### src/rtl/stopwatch_pkg.sv
// Shared stopwatch types: lap recorder state encoding and the BCD time record
// used for live digits, displayed digits and stored lap entries.
package stopwatch_pkg;

  localparam int BCD_W = 4;

  typedef enum logic [1:0] {
    LIVE,
    HOLD,
    RECALL
  } lap_state_t;

  // d0 = ms tens, d1 = ms hundreds, d2 = sec ones, d3 = sec tens
  typedef struct packed {
    logic [BCD_W-1:0] d3;
    logic [BCD_W-1:0] d2;
    logic [BCD_W-1:0] d1;
    logic [BCD_W-1:0] d0;
  } bcd_time_t;

endpackage

### src/rtl/press_detect.sv
// Turns a debounced active-low key level into a single-cycle press pulse.
module press_detect (
  input  logic clk,
  input  logic rst_n,
  input  logic btn_n,
  output logic press
);

  logic prev_n;

  // Remember last cycle's key level; released (1) out of reset
  always_ff @(posedge clk or negedge rst_n) begin
    if (!rst_n) prev_n <= 1'b1;
    else        prev_n <= btn_n;
  end

  assign press = prev_n & ~btn_n;

endmodule

### src/rtl/lap_recorder.sv
// Lap/split memory: captures live BCD time on lap presses, holds the captured
// value on the display for a while, and lets the user browse laps when paused.
module lap_recorder
  import stopwatch_pkg::*;
#(
  parameter int DEPTH       = 4,
  parameter int HOLD_CYCLES = 2000
) (
  input  logic             clk,
  input  logic             rst_n,
  input  logic             lap_btn_n,
  input  logic             recall_btn_n,
  input  logic             counting,
  input  logic             reset_timer,
  input  logic [BCD_W-1:0] live_d0,
  input  logic [BCD_W-1:0] live_d1,
  input  logic [BCD_W-1:0] live_d2,
  input  logic [BCD_W-1:0] live_d3,
  output logic [BCD_W-1:0] disp_d0,
  output logic [BCD_W-1:0] disp_d1,
  output logic [BCD_W-1:0] disp_d2,
  output logic [BCD_W-1:0] disp_d3,
  output logic             showing_lap,
  output logic [2:0]       lap_idx,
  output logic [3:0]       lap_count,
  output logic             overflow
);

  localparam int PTR_W  = (DEPTH > 1) ? $clog2(DEPTH) : 1;
  localparam int HOLD_W = (HOLD_CYCLES > 1) ? $clog2(HOLD_CYCLES) : 1;
  localparam logic [HOLD_W-1:0] HOLD_LOAD = HOLD_W'(HOLD_CYCLES - 1);
  localparam logic [3:0]        DEPTH_CNT = 4'(DEPTH);

  lap_state_t        state, state_next;
  logic [HOLD_W-1:0] hold_cnt, hold_cnt_next;
  logic [PTR_W-1:0]  wr_ptr, wr_ptr_next;
  logic [PTR_W-1:0]  last_ptr, last_ptr_next;
  logic [PTR_W-1:0]  rec_idx, rec_idx_next;
  logic [3:0]        count, count_next;
  logic              ovf, ovf_next;
  logic              counting_q;
  logic              write_en;
  logic              lap_press, recall_press, lap_take;
  bcd_time_t         live_time, shown_time;
  bcd_time_t         buffer [DEPTH];

  press_detect u_lap_press (
    .clk   (clk),
    .rst_n (rst_n),
    .btn_n (lap_btn_n),
    .press (lap_press)
  );

  press_detect u_recall_press (
    .clk   (clk),
    .rst_n (rst_n),
    .btn_n (recall_btn_n),
    .press (recall_press)
  );

  assign live_time = '{d3: live_d3, d2: live_d2, d1: live_d1, d0: live_d0};
  assign lap_take  = lap_press & counting;

  // State and bookkeeping registers
  always_ff @(posedge clk or negedge rst_n) begin
    if (!rst_n) begin
      state      <= LIVE;
      hold_cnt   <= '0;
      wr_ptr     <= '0;
      last_ptr   <= '0;
      rec_idx    <= '0;
      count      <= '0;
      ovf        <= 1'b0;
      counting_q <= 1'b0;
    end else begin
      state      <= state_next;
      hold_cnt   <= hold_cnt_next;
      wr_ptr     <= wr_ptr_next;
      last_ptr   <= last_ptr_next;
      rec_idx    <= rec_idx_next;
      count      <= count_next;
      ovf        <= ovf_next;
      counting_q <= counting;
    end
  end

  // Next-state logic; timer clear beats any press, lap capture beats browsing
  always_comb begin
    state_next    = state;
    hold_cnt_next = hold_cnt;
    wr_ptr_next   = wr_ptr;
    last_ptr_next = last_ptr;
    rec_idx_next  = rec_idx;
    count_next    = count;
    ovf_next      = ovf;
    write_en      = 1'b0;
    if (reset_timer) begin
      state_next    = LIVE;
      hold_cnt_next = '0;
      wr_ptr_next   = '0;
      rec_idx_next  = '0;
      count_next    = '0;
      ovf_next      = 1'b0;
    end else if (lap_take && state != RECALL) begin
      if (count < DEPTH_CNT) begin
        write_en      = 1'b1;
        last_ptr_next = wr_ptr;
        wr_ptr_next   = wr_ptr + PTR_W'(1);
        count_next    = count + 4'd1;
        hold_cnt_next = HOLD_LOAD;
        state_next    = HOLD;
      end else begin
        ovf_next = 1'b1;
        if (state == HOLD) hold_cnt_next = HOLD_LOAD;
      end
    end else begin
      case (state)
        LIVE: begin
          if (recall_press && !counting && count != 4'd0) begin
            rec_idx_next = '0;
            state_next   = RECALL;
          end
        end
        HOLD: begin
          if (hold_cnt == '0) state_next = LIVE;
          else                hold_cnt_next = hold_cnt - HOLD_W'(1);
        end
        RECALL: begin
          if (counting && !counting_q) begin
            rec_idx_next = '0;
            state_next   = LIVE;
          end else if (recall_press) begin
            if ((4'(rec_idx) + 4'd1) == count) begin
              rec_idx_next = '0;
              state_next   = LIVE;
            end else begin
              rec_idx_next = rec_idx + PTR_W'(1);
            end
          end
        end
        default: state_next = LIVE;
      endcase
    end
  end

  // Lap storage; entries stay until the next timer clear
  always_ff @(posedge clk) begin
    if (write_en) buffer[wr_ptr] <= live_time;
  end

  // Display mux: live time, the freshly captured lap, or the browsed lap
  always_comb begin
    shown_time  = live_time;
    showing_lap = 1'b0;
    lap_idx     = 3'd0;
    case (state)
      HOLD: begin
        shown_time  = buffer[last_ptr];
        showing_lap = 1'b1;
      end
      RECALL: begin
        shown_time  = buffer[rec_idx];
        showing_lap = 1'b1;
        lap_idx     = 3'(rec_idx);
      end
      default: ;
    endcase
  end

  assign disp_d0   = shown_time.d0;
  assign disp_d1   = shown_time.d1;
  assign disp_d2   = shown_time.d2;
  assign disp_d3   = shown_time.d3;
  assign lap_count = count;
  assign overflow  = ovf;

endmodule

### config.mk
export PLATFORM = sky130hd
export DESIGN_NAME = lap_recorder
export DESIGN_NICKNAME = d
export VERILOG_FILES = /design/src/rtl/stopwatch_pkg.sv /design/src/rtl/press_detect.sv /design/src/rtl/lap_recorder.sv
export SDC_FILE = /design/constraint.sdc
export NUM_CORES = 1
export LEC_CHECK = 0
export ABC_AREA = 1
export BUFFER_PORTS_ARGS = -buffer_cell sky130_fd_sc_hd__buf_2
export CORE_MARGIN = 2
export CORE_UTILIZATION = 50
export DETAILED_ROUTE_END_ITERATION = 16
export PLACE_DENSITY = 0.69
export SLEW_MARGIN = 0
export SYNTH_ARGS = -nofsm -noshare
export SYNTH_HDL_FRONTEND = slang
export SYNTH_HIERARCHICAL = 1
export SYNTH_SLANG_ARGS = --single-unit
### constraint.sdc
create_clock -name clk -period 2.6 [get_ports clk]
set_clock_uncertainty 0.15 [all_clocks]
set_input_delay 0.39 -clock clk [delete_from_list [all_inputs] [get_ports clk]]
set_output_delay 0.39 -clock clk [all_outputs]
set_load 0.005 [all_outputs]
# Word-level counts from Yosys, hierarchy flattened
# Memories as Yosys holds them, arrays and structs flattened.
# Cells that the tools add are included.
[word_totals] register_bits=27 ram_bits=64 in_bits=22 output_inout_bits=25 word_cells=97 memories=1
[mem_list] name="buffer" words=4 width=16 read_ports=2 rd_clocked_by_memory_dff=0 write_ports=1 line="lap_recorder.sv:45" text="bcd_time_t buffer [DEPTH];"
[classes] addsub=5 order_cmp=1 n_eq_ne=14 mux=39 bitwise=6 reduce_logical=21
[ops] operator="11-bit 2-to-1 mux" n=6
[ops] operator="2-bit 2-to-1 mux" n=18
[ops] operator="16-bit case mux with 2 select lines" n=1
[ops] operator="4-bit 2-to-1 mux" n=3
[ops] operator="11-bit zero test" n=1
[ops] operator="11-bit by 1-bit subtractor with 11-bit output, second input constant" n=1
[ops] operator="5-bit inequality test, second input constant" n=2
[ops] operator="1-bit 2-to-1 mux" n=9
[ops] operator="3-bit nonzero test" n=3
[ops] operator="4-bit inequality test, second input constant" n=2
[ops] operator="2-bit inequality test, second input constant" n=3
[ops] operator="3-bit inequality test, second input constant" n=2
[ops] operator="2-bit case mux with 3 select lines" n=1
[ops] operator="3-bit AND reduction" n=2
[ops] operator="5-bit AND reduction" n=1
[ops] operator="2-bit by 1-bit adder with 2-bit output, second input constant" n=2
[ops] operator="4-bit by 1-bit adder with 4-bit output, second input constant" n=1
[ops] operator="3-bit by 4-bit == test with 1-bit output" n=1
[ops] operator="1-bit logical AND" n=4
[ops] operator="4-bit by 3-bit < comparator with 1-bit output, second input constant" n=1
[ops] operator="4-bit by 3-bit inequality test with 1-bit output, second input constant" n=1
[ops] operator="2-bit case mux with 2 select lines" n=1
[ops] operator="2-bit AND reduction" n=2
[ops] operator="4-bit AND reduction" n=1
[ops] operator="11 further kinds" n=17

# Depth between registers and ports, before layout
[logic_depth] depth_word=8 mapped_depth=13 ltp_nobuf=12

# Hierarchy
# Netlist, hierarchy kept.
[modules_own_cells] mod="lap_recorder" n_inst=1 cells_per_inst=552 area_each_um2=4885.9
[modules_own_cells] mod="press_detect" n_inst=2 cells_per_inst=3 area_each_um2=36.3

# Worst setup path after synthesis
# OpenSTA, ideal clock, no wires.
[synth_timing] path_type="reg2reg" start="reg u_lap_press.prev_n" end="mem buffer[0][0] (netlist bit) (enable)" setup_time_ns=0.389 arrival_ns=1.850 required_time_ns=2.061 setup_slack_ns=0.211 path_stages_with_launch=9 cell_sequence="dfstp_2 inv_1 nor2_2 nand2_2 nor2_4 nand2_4 nor2_4 inv_2 nor2_1"
[synth_via] elab_chain_cells=7
[synth_lines] element="from (decl)" line="press_detect.sv:9" text="logic prev_n;"
[synth_lines] element="from (signal assigned)" line="press_detect.sv:14" text="else prev_n <= btn_n;"
[synth_lines] element="1-bit AND" line="press_detect.sv:17" text="assign press = prev_n & ~btn_n;"
[synth_lines] element="named net lap_press" line="lap_recorder.sv:43" text="logic lap_press, recall_press, lap_take;"
[synth_lines] element="1-bit AND" line="lap_recorder.sv:62" text="assign lap_take = lap_press & counting;"
[synth_lines] element="1-bit logical AND" line="lap_recorder.sv:104" text="end else if (lap_take && state != RECALL) begin"
[synth_lines] element="1-bit 2-to-1 mux" line="lap_recorder.sv:104"
[synth_lines] element="1-bit 2-to-1 mux" line="lap_recorder.sv:97" text="if (reset_timer) begin"
[synth_lines] element="1-bit 2-to-1 mux" line="lap_recorder.sv:148" text="if (write_en) buffer[wr_ptr] <= live_time;"
[synth_lines] element="1-bit 2-to-1 mux (not written as such)" line="lap_recorder.sv:148"
[synth_lines] element="to (decl)" line="lap_recorder.sv:45"
# The timed path passes the listed nets, and every way through them passes these cells.

# Worst setup path after layout
[layout_timing] start="reg rec_idx[0]" end="out disp_d1[3]"
[layout_via] elab_chain_cells=2
[layout_lines] element="from (decl)" line="lap_recorder.sv:38" text="logic [PTR_W-1:0] rec_idx, rec_idx_next;"
[layout_lines] element="from (signal assigned)" line="lap_recorder.sv:80" text="rec_idx <= rec_idx_next;"
[layout_lines] element="memory read 4 x 16 bit"
[layout_lines] element="16-bit case mux with 2 select lines" line="lap_recorder.sv:156" text="case (state)"
[layout_lines] element="to (decl)" line="lap_recorder.sv:20" text="output logic [BCD_W-1:0] disp_d1,"
# Every way passes these cells.

==> metrics.yaml <==
status: "finished, final reports clean"
ant_nets: 0
avgSynthCellArea_um2: 8.886
cts_root_buf: "clkbuf_8"
hold_end: "counting_q$_DFF_PN0_"
worstSetupPathType: "reg2out"
required_ns: 2.06
max-vdd-ir-drop_mv: 0.3975
core_mm2: 0.009684
grt_max_degree: 34
maxSlewHeadroom_pct: 57.55
drc: 0
dp.cells: 724
yosysSeqAreaShare_pct: 52.44
syn_nets: 592
cp-end-kind: "output port"
die-area_mm2: 0.01073
finalMaxSlewViolations: 0
period_share_pct: 95.42
die_w_um: 103.6
clk_pin_slew_ns: 0.09
tns_ns: 0
wire_per_inst_um: 14.92
via_per_inst: 5.370
rows: 36
cp_max_fo: 17
netlist_area_mm2: 0.004959
r2r_cells: 9
fin_crit_ns: 2.481
vias: 3990
synthDistinctLibCells: 39
worstHoldStart: "counting"
initial_utilization_pct: 51.20
setup_viol: 0
layout.nets: 639
routed_wl_um: 11090
total_leakage_power_nw: 2.268
fmax_mhz: 403.1
min_path_cells: 1
crit_arrival_ns: 1.94
dr.pass1.iters: 5
r2r-end: "buffer[3][3]$_DFFE_PP_"
place_congestion: 0.7948
synthArstFlopShare_pct: 29.67
dp_hpwl_um: 7277
total_power_mw: 4.429
drt_iter0_drc: 283
cts_buffers: 9
final_common_cell: "o21ai_0"
fin_cells: 743
fill_cells: 827
grt_pass1_wl_um: 18640
cp-start-kind: "flop"
synth_cells: 558
diodes: 0
grt_usage_pct: 21.59
r2r-start: "u_lap_press/prev_n$_DFF_PN1_"
drive_gt1_share_pct: 18.20
synth_top_flop_cell: "edfxtp_1"
cts_sinks: 91
port_buffers: 45
p_per_area_mw_per_mm2: 802.4
io_pins: 47
rrSetupSlack_ns: 0.50
hp-class: "in2reg"
finish.utilization_pct: 57.00
overflow: 0
holdWs_ns: 0.05555
die_h_um: 103.6
synth-warning-count: 6
area_growth_pct: 11.33
clk_path_buf_depth: 2
hold_violations: 0
antenna_found_initial: 0
rsz0062_at_grt: "false"
grt_pass1_vias: 3881
cap_violations: 0
worst_pin_slew_ns: 0.6367
synth_seq_cells: 91
synth_edf_count: 64
tritoncts: "yes"
final_cell_mix: "o21ai_0 (103), nand2_1 (73), nor2_1 (68), edfxtp_1 (64), a21oi_1 (53)"
insertion_delay_ns: 0.36
cts.htree.levels: 3
-- logic make-up after synthesis --
| family | after synthesis | synth area share, % |
|---|---|---|
| AOI/OAI and AO/OA | 185 | 20.21 |
| adders and majority gates | 12 | 3.028 |
| and+or+nand+nor | 181 | 16.05 |
| other | 1 | 0.07563 |
| xor gates and xnor gates | 3 | 0.5300 |
| buffers and inverters | 85 | 7.671 |
| DFF | 91 | 52.43 |
-- layer usage --
metal | vias up | global-route usage (%) | wire [µm] | share of wire, %
li1 | 1981 | - | - | -
met1 | 1876 | 28.74 | 4934 | 45
met2 | 115 | 35.62 | 5392 | 49
met3 | 18 | 3.461 | 562 | 5.1
met4 | 0 | 8.494 | 197 | 1.8
met5 | - | 0 | 0 | 0
-- cell usage after synthesis, types with 4 or more instances --
| master | instances | area (µm²) |
|---|---|---|
| buf_2 | 7 | 35.03 |
| a21boi_0 | 14 | 105.1 |
| nor2_2 | 5 | 31.28 |
| clkbuf_1 | 12 | 45.04 |
| edfxtp_1 | 64 | 1922 |
| nand3_1 | 20 | 100.1 |
| o21ai_0 | 103 | 515.5 |
| o21ai_2 | 5 | 43.79 |
| buf_4 | 5 | 37.54 |
| nand3_2 | 4 | 40.04 |
| ha_1 | 12 | 150.1 |
| nor2_1 | 68 | 255.2 |
| dfrtp_1 | 25 | 625.6 |
| inv_2 | 8 | 30.03 |
| a21oi_1 | 53 | 265.3 |
| nand2_1 | 73 | 274.0 |
| inv_1 | 46 | 172.7 |
-- power breakdown --
part	total, mW	internal (mW)	switching, mW
clock network	0.819	0.338	0.481
registers	1.76	1.66	0.101
logic	1.85	0.709	1.14
-- repair_timing --
item	4_1_cts	5_1_grt
setup buffers	0	0
endpoints found under the setup margin	0	15
hold buffers	3	0
endpoints found under the hold margin	27	0
resized for setup	0	3
-- critical path: stages, from the launching register on --
cell and delay (ns):
dfrtp_2 0.53, buf_4 0.24, a21oi_1 0.17, o21ai_0 0.16
o21ai_0 0.11, nand2_1 0.07, a21oi_1 0.17, buf_2 0.13
-- flip-flops by register name, indices dropped and copies added (netlist names) --
register               count
u_lap_press/prev_n         1
lap_count                  4
wr_ptr                     2
hold_cnt                  11
buffer                    64
last_ptr                   2
state                      2
overflow                   1
rec_idx                    2
u_recall_press/prev_n      1
counting_q                 1
-- worst max-delay path by stage --
stage	start	end	cells after the start
floorplan	u_lap_press/prev_n$_DFF_PN1_	buffer[0][0]$_DFFE_PP_	8
global placement	rec_idx[1]$_DFFE_PN0P_	state[0]$_DFFE_PN0P_	12
detailed placement	rec_idx[0]$_DFFE_PN0P_	disp_d1[3]	6
CTS	rec_idx[0]$_DFFE_PN0P_	disp_d1[3]	7
global route	rec_idx[0]$_DFFE_PN0P_	disp_d1[3]	7
finish	rec_idx[0]$_DFFE_PN0P_	disp_d1[3]	7
-- stage by stage --
stage / cell area, µm² / setup slack, ns
4_1_cts: 5514 / 0.01814
3_5_place_dp: 5324 / 0.4573
3_3_place_gp: 5324 / 0.5093
5_1_grt: 5520 / 0.001338
2_1_floorplan: 4959 / 0.2114
6_report: 5520 / 0.1192
-- cell type report --
| cell class | instances | area [µm²] | area share [%] |
|---|---|---|---|
| clock buffers | 10 | 127.6 | 2.312 |
| multi-input cells | 382 | 1978 | 35.83 |
| repair buffers | 66 | 406.6 | 7.366 |
| flip-flops and latches | 91 | 2603 | 47.14 |
| inverters | 55 | 206.4 | 3.740 |
| clock inverters | 6 | 32.53 | 0.5893 |
| well taps | 133 | 166.4 | 3.015 |
Note: power is estimated with default switching activity, not from simulation.
